### config.mk
export PLATFORM = sky130hd
export DESIGN_NAME = lshr_share_arbiter
export DESIGN_NICKNAME = d
export VERILOG_FILES = /design/src/rtl/lshr_share_arbiter.sv
export SDC_FILE = /design/constraint.sdc
export NUM_CORES = 1
export LEC_CHECK = 0
export ABC_AREA = 1
export BUFFER_PORTS_ARGS = -buffer_cell sky130_fd_sc_hd__buf_4
export CORE_ASPECT_RATIO = 1.4
export CORE_MARGIN = 4
export CORE_UTILIZATION = 42
export DETAILED_ROUTE_END_ITERATION = 8
export PLACE_DENSITY = 0.75
export SLEW_MARGIN = 20
export SYNTH_ARGS = -nofsm -noshare
export SYNTH_HDL_FRONTEND = slang
export SYNTH_SLANG_ARGS = --single-unit
export TNS_END_PERCENT = 100
### constraint.sdc
create_clock -name CLK -period 6.4 [get_ports CLK]
set_clock_uncertainty 0.15 [all_clocks]
set_input_delay 0.32 -clock CLK [delete_from_list [all_inputs] [get_ports CLK]]
set_output_delay 0.32 -clock CLK [all_outputs]
set_load 0.005 [all_outputs]
### src/rtl/lshr_share_arbiter.sv
`default_nettype none
// ============================================================================
// Module   : lshr_share_arbiter
// Brief    : Round-robin arbiter sharing one logical-shift-right datapath
//            between NREQ valid/ready requesters, with a registered result.
// Revision : 1.0 - initial release
// ============================================================================
module lshr_share_arbiter #(
    parameter int WIDTH = 16,
    parameter int NREQ  = 4,
    localparam int IDW  = (NREQ > 1) ? $clog2(NREQ) : 1
) (
    input  logic                  CLK,
    input  logic                  RESETN,
    input  logic [NREQ-1:0]       req_valid,
    output logic [NREQ-1:0]       req_ready,
    input  logic [NREQ*WIDTH-1:0] req_data,
    input  logic [NREQ*WIDTH-1:0] req_amt,
    output logic                  resp_valid,
    input  logic                  resp_ready,
    output logic [WIDTH-1:0]      resp_data,
    output logic [IDW-1:0]        resp_id
);

    localparam logic [IDW:0]   c_nreq     = (IDW+1)'(NREQ);
    localparam logic [IDW-1:0] c_last_idx = IDW'(NREQ - 1);

    logic             r_valid;
    logic [WIDTH-1:0] r_data;
    logic [IDW-1:0]   r_id;
    logic [IDW-1:0]   r_ptr;

    logic             w_can_accept;
    logic             w_found;
    logic [IDW-1:0]   w_grant_idx;
    logic [IDW:0]     w_idx;
    logic [WIDTH-1:0] w_sel_data;
    logic [WIDTH-1:0] w_sel_amt;
    logic [WIDTH-1:0] w_shift;
    logic             w_xfer;

    assign w_can_accept = !r_valid || resp_ready;

    // Search starts at r_ptr and wraps, so the first hit is the round-robin winner.
    always_comb begin
        w_found     = 1'b0;
        w_grant_idx = '0;
        w_idx       = '0;
        for (int k = 0; k < NREQ; k++) begin
            w_idx = {1'b0, r_ptr} + (IDW+1)'(k);
            if (w_idx >= c_nreq) begin
                w_idx = w_idx - c_nreq;
            end
            if (!w_found && req_valid[w_idx[IDW-1:0]]) begin
                w_found     = 1'b1;
                w_grant_idx = w_idx[IDW-1:0];
            end
        end
    end

    assign req_ready = (RESETN && w_can_accept && w_found)
                     ? (NREQ'(1) << w_grant_idx) : '0;

    assign w_xfer     = |(req_valid & req_ready);
    assign w_sel_data = req_data[int'(w_grant_idx)*WIDTH +: WIDTH];
    assign w_sel_amt  = req_amt[int'(w_grant_idx)*WIDTH +: WIDTH];
    // Full-width unsigned amount: anything >= WIDTH shifts every bit out.
    assign w_shift    = w_sel_data >> w_sel_amt;

    always_ff @(posedge CLK) begin
        if (!RESETN) begin
            r_valid <= 1'b0;
            r_data  <= '0;
            r_id    <= '0;
            r_ptr   <= '0;
        end else if (w_xfer) begin
            r_valid <= 1'b1;
            r_data  <= w_shift;
            r_id    <= w_grant_idx;
            r_ptr   <= (w_grant_idx == c_last_idx) ? '0 : w_grant_idx + IDW'(1);
        end else if (r_valid && resp_ready) begin
            r_valid <= 1'b0;
        end
    end

    assign resp_valid = r_valid;
    assign resp_data  = r_data;
    assign resp_id    = r_id;

endmodule
`default_nettype wire

# Yosys cells after proc, flatten, opt, wreduce, memory -nomap -nowiden

Index checks and enable logic that the tools add are counted.

Eq/ne operators: 1
Magnitude comparators: 8
Bitwise gates (word level): 1
Add/sub/neg operators: 8
Reductions and logical operators: 13
Muxes and demuxes: 24
Shift-type cells: 4

Operators with widths:

| kind                                                                                | count |
|---|---|
| 64-bit by 7-bit indexed part select with 16-bit output                              | 2 |
| 2-bit two-way mux                                                                   | 9 |
| 16-bit by 16-bit right shift with 16-bit output                                     | 1 |
| 2-bit by 3-bit < comparator with 1-bit output, second input constant                | 4 |
| 1-bit two-way mux                                                                   | 10 |
| 3-bit greater-or-equal comparator, second input constant                            | 3 |
| 1-bit binary-select mux with 2-bit select                                           | 4 |
| 2-bit by 1-bit subtractor with 2-bit output, second input constant                  | 4 |
| 2-bit by 2-bit adder with 3-bit output, second input constant                       | 2 |
| 1-bit logical AND                                                                   | 6 |
| 4-bit AND                                                                           | 1 |
| 1-bit zero test                                                                     | 4 |
| 4-bit two-way mux                                                                   | 1 |
| 4-bit OR reduction                                                                  | 1 |
| 1-bit by 2-bit << shifter with 4-bit output, first input constant                   | 1 |
| 2-bit by 1-bit adder with 3-bit output, second input constant                       | 1 |
| 2-bit by 3-bit greater-or-equal comparator with 1-bit output, second input constant | 1 |
| 2-bit by 1-bit adder with 2-bit output, second input constant                       | 1 |
| 2-bit equality test, second input constant                                          | 1 |
| 2-bit nonzero test                                                                  | 1 |
| 1-bit logical OR                                                                    | 1 |

Output and inout port bits: 23
Word-level logic and storage cells: 63
Register bits: 21
Input port bits: 135

# Logic depth before layout (Yosys ltp)

Depth in word-level cells: 19
Depth in mapped cells: 28
Depth with buffers taken out: 25

# Worst setup path after synthesis

Ideal clock, no wire load.

Path type: flip-flop to flip-flop
From: register r_ptr[0]
To: register r_data[0] (netlist: resp_data[0])
Arrival: 2632 ps
Cell stages (with the launch flop): 27
Path buffers: 4
Data required time: 6141 ps
Slack: 3509 ps
Clock period less this slack: 2891 ps
Setup time: 109 ps
Cells stage by stage: dfxtp_1 -> buf_6 -> nand2_1 -> nand3_2 -> nand2_2 -> nor2_4 -> nand3_1 -> nand2_4 -> inv_2 -> buf_6 -> buf_6 -> ha_1 -> inv_1 -> nor2_1 -> nand2_1 -> nand2_1 -> nor2_1 -> inv_2 -> nand3_2 -> inv_2 -> nand2_2 -> inv_2 -> buf_6 -> nand2_1 -> nand3_1 -> nand2_1 -> inv_1

Cells in the longest elaborated chain, start to end: 18
Elaborated cells between the ends (all ways): 45
Classes of those cells: 7 x add/sub; 4 x order compare; 4 x shift; 21 x mux; 1 x bitwise; 8 x reduce/logical

RTL lines:

| what                                                                                            | RTL line | source |
|---|---|---|
| start: declaration                                                                              | 31       | `logic [IDW-1:0] r_ptr;` |
| start signal: assignment                                                                        | 80       | `r_ptr <= (w_grant_idx == c_last_idx) ? '0 : w_grant_idx + IDW'(1);` |
| parallel branches: the longest is 13 deep, another holds 2-bit by 1-bit adder with 3-bit output | --       |  |
| 2-bit two-way mux *                                                                             | 54       | `if (!w_found && req_valid[w_idx[IDW-1:0]]) begin` |
| named net w_grant_idx[1]                                                                        | 35       | `logic [IDW-1:0] w_grant_idx;` |
| 1-bit by 2-bit << shifter with 4-bit output *                                                   | 62       | `? (NREQ'(1) << w_grant_idx) : '0;` |
| 4-bit two-way mux *                                                                             | 62       |  |
| named net req_ready[2]                                                                          | 16       | `output logic [NREQ-1:0] req_ready,` |
| 4-bit AND *                                                                                     | 64       | `assign w_xfer = \|(req_valid & req_ready);` |
| 4-bit OR reduction *                                                                            | 64       |  |
| end signal: assignment                                                                          | 78       | `r_data <= w_shift;` |
| end: declaration                                                                                | 29       | `logic [WIDTH-1:0] r_data;` |

Mark *: on every way through the listed nets, which the timed path passes. The select of a mux whose other input is x is not followed.
A chain may end at the register's enable or synchronous reset.

# Worst setup path in the final report

From: register r_ptr[0]
To: register r_data[2] (netlist: resp_data[2])

Cells in the longest elaborated chain, start to end: 18
Elaborated cells between the ends (all ways): 45
Classes of those cells: 7 x add/sub; 4 x order compare; 4 x shift; 21 x mux; 1 x bitwise; 8 x reduce/logical

RTL lines:

| what |
|---|
| parallel branches: the longest is 18 deep, another holds 2-bit by 1-bit adder with 3-bit output |

Several ways; the timed one is not identified. The select of a mux whose other input is x is not followed.

==> out/metrics.cfg <==
[logic_synthesis]
postSynthRegisterBits=21
cell_with_the_most_instances_after_synthesis=nand2_1
sequential_fraction_of_the_synthesis_area=0.1361
synth.top_cells.by_area=nand3_1, nand2_1, dfxtp_1
netlist_instances=568
synth_common_cells=nand2_1, nand3_1, inv_1, nand4_1, dfxtp_1
yosysTopAreaCell=nand3_1
syn_area_per_cell_um2=5.439
synth-edff-count=0
yosysWarningCount=0
synthDistinctLibCells=27
synth_area_um2=3089
synth_fp_nets=707
yosys_most_used_dff=dfxtp_1
share_of_synthesized_flip_flops_with_an_asynchronous_set_or_reset=0
yosys.area.top_type_share=0.2187

[drt]
route.final.wire_length_um=10200
avg_vias_per_cell=5.163
vias=4089
final_antenna_net_count=0
firstDrtPassIters=5
detail_route.drc_violations=0
drt_first_iter_violations=334
avgRoutedWirePerCell_um=12.88

[global_routing]
maximum_number_of_pins_on_one_net_before_global_route_repair=48
globalRouteTotalUtil=0.2309
first_global_vias=3831
number_of_antenna_violations_at_the_first_check_in_global_routing=0
gr-total-overflow=0
grt_pass1_wl_um=16880

[sta]
fmaxAchievable_mhz=228.8
finalSetupViolCount=0
hold_viol_final=0
report.final.slew_viol_count=0
worst-slew-pin-transition_ps=671.0
fin_tns_setup_ps=0
final_period_minus_worst_setup_slack_ps=4370
layout_worst_path_cycle_share=0.6828
holdWs_ps=174.7
rsz0062_at_grt=no
worst_slew_margin_rel=0.5522

[power]
cell_internal_pwr_mw=0.9847
comb_power_share=0.895
p_seq_frac=0.074
power.density_nw_per_um2=654.2
cellLeakagePower_nw=2.407
swShare=0.6429
netSwitchingPower_mw=1.773
worst_ir_drop_vdd_mv=0.3230
clockPowerShare=0.031

[finish]
antenna_cells=0
layout-drive-gt1-share=0.2869
filler_cell_count=740
final_area_um2=4215
synthToLayoutAreaGrowth_pct=36.45
num-nets-final=837

[clocking]
tritoncts=built
cts-buffers-inserted=3
clkTransAtPathRegs_ps=70
post_cts.repair.setup_buffers=0
clockBufferDepth=2
cts_sinks=21
clk_root_buffer_cell=clkbuf_8
htree_num_levels=1
cts_repair_resize_count=0
holdBufCountCts=0
clkLatencyLatePin_ps=260

[critical_path]
critPathSlowestCell=nand3_4
worst_setup_path_start_kind=flop
end_kind=flop
most_common_cell_type_on_the_critical_path=nand2_1
slowest_delay_ps=670
timing.critical_path.required_ps=6410
cp.arrival_ps=4380
worst-r2r-cell-count=25
criticalPathCategory=reg2reg
rrSetupSlack_ps=2030
critical-path-top-delay-family=simple AND/OR/NAND/NOR gates
worst-path-stages=25
crit_path_max_fanout=47
cp.buffers_inverters=8

[die]
rows=36
placeableCoreArea_um2=7072
chipHeight_um=109.5
io_pins=158
die-area_um2=8811
floorplan.initialDensity=0.4368
die-width_um=80.48

[placed_design]
hpwlAfterDp_um=8423
io_buffer_count=157
placedInstanceArea_um2=4169
gp_routability_congestion=0.9421

[run_status]
result_of_the_run=completed

[run]
maxCapViolCount=0

[worst_hold_path]
hold_path_class=in2reg
hold_depth=3

==> worst min-delay path, cell delays in order <==
cell,delay (ps)
buf_4,140
nand2_1,60
inv_1,40
==> final cells by class <==
| cell class | count | area [um^2] | share of cell area |
|---|---|---|---|
| Multi-Input combinational cell | 419 | 2087 | 0.4951 |
| Timing Repair Buffer | 158 | 1186 | 0.2814 |
| Sequential cell | 21 | 420.4 | 0.09973 |
| Inverter | 95 | 356.6 | 0.08459 |
| Tap cell | 95 | 118.9 | 0.02820 |
| Clock buffer | 3 | 41.29 | 0.009795 |
| Clock inverter | 1 | 5.005 | 0.001187 |
==> cell usage in the layout, fill, tap and decap left out, types with 2 or more instances in the layout <==
cell        n
nand4_1    38
clkbuf_8    3
nor3_1      4
o21ai_0     4
buf_4     158
nand2_1   162
ha_1        4
nand2_2    11
a21oi_1    18
nor4_1      8
nand3_1   135
nand2_4     3
dfxtp_1    21
nand3_4     2
inv_2      10
inv_1      85
nor2_1     12
nand3_2     7
o21ai_1     4
o211ai_2    2
==> stage by stage <==
stage / utilization / instances / worst slack (ps) / power, mW
finish: 0.5961 / 792 / 2030 / 2.758
global route: 0.5961 / 792 / 1514 / 3.107
CTS: 0.5961 / 792 / 2095 / 2.744
detailed placement: 0.5895 / 788 / 2128 / 2.651
global placement: 0.5895 / 788 / 2302 / 2.629
floorplan: - / 568 / 3509 / 2.265
==> power by group through the flow <==
| stage | clock (mW) | sequential [mW] | combinational, mW |
|---|---|---|---|
| 6_report | 0.0850 | 0.204 | 2.47 |
| 5_1_grt | 0.0933 | 0.210 | 2.80 |
| 4_1_cts | 0.0863 | 0.204 | 2.45 |
| 3_5_place_dp | 0 | 0.206 | 2.44 |
| 3_3_place_gp | 0 | 0.205 | 2.42 |
| 2_1_floorplan | 0 | 0.201 | 2.06 |
==> cells by family after synthesis <==
family	after synthesis	synth area share
AOI/OAI and AO/OA	29	0.05265
DFF	21	0.1361
buffers and inverters	128	0.1883
and+or+nand+nor	386	0.6067
adders and majority gates	4	0.01620
==> flip-flops by register name (all words and copies together) (netlist names) <==
signal      cells
r_ptr           2
resp_id         2
resp_data      16
resp_valid      1
==> path summary, 6_finish.rpt <==
path                      start       endpoint
hold reg to reg   resp_data[14]  resp_data[14]
setup reg to reg       r_ptr[0]   resp_data[2]
hold / removal           RESETN   resp_data[0]
setup / recovery       r_ptr[0]   resp_data[2]
==> routing by layer <==
| layer | up-vias | global-route usage | part of all wire |
|---|---|---|---|
| met5 | - | 0 | 0 |
| met4 | 0 | 0.05072 | 0.0057 |
| met3 | 10 | 0.01721 | 0.044 |
| met2 | 140 | 0.4159 | 0.53 |
| met1 | 1825 | 0.2977 | 0.42 |
| li1 | 2114 | - | - |
Power figures use the tool's default switching activity.
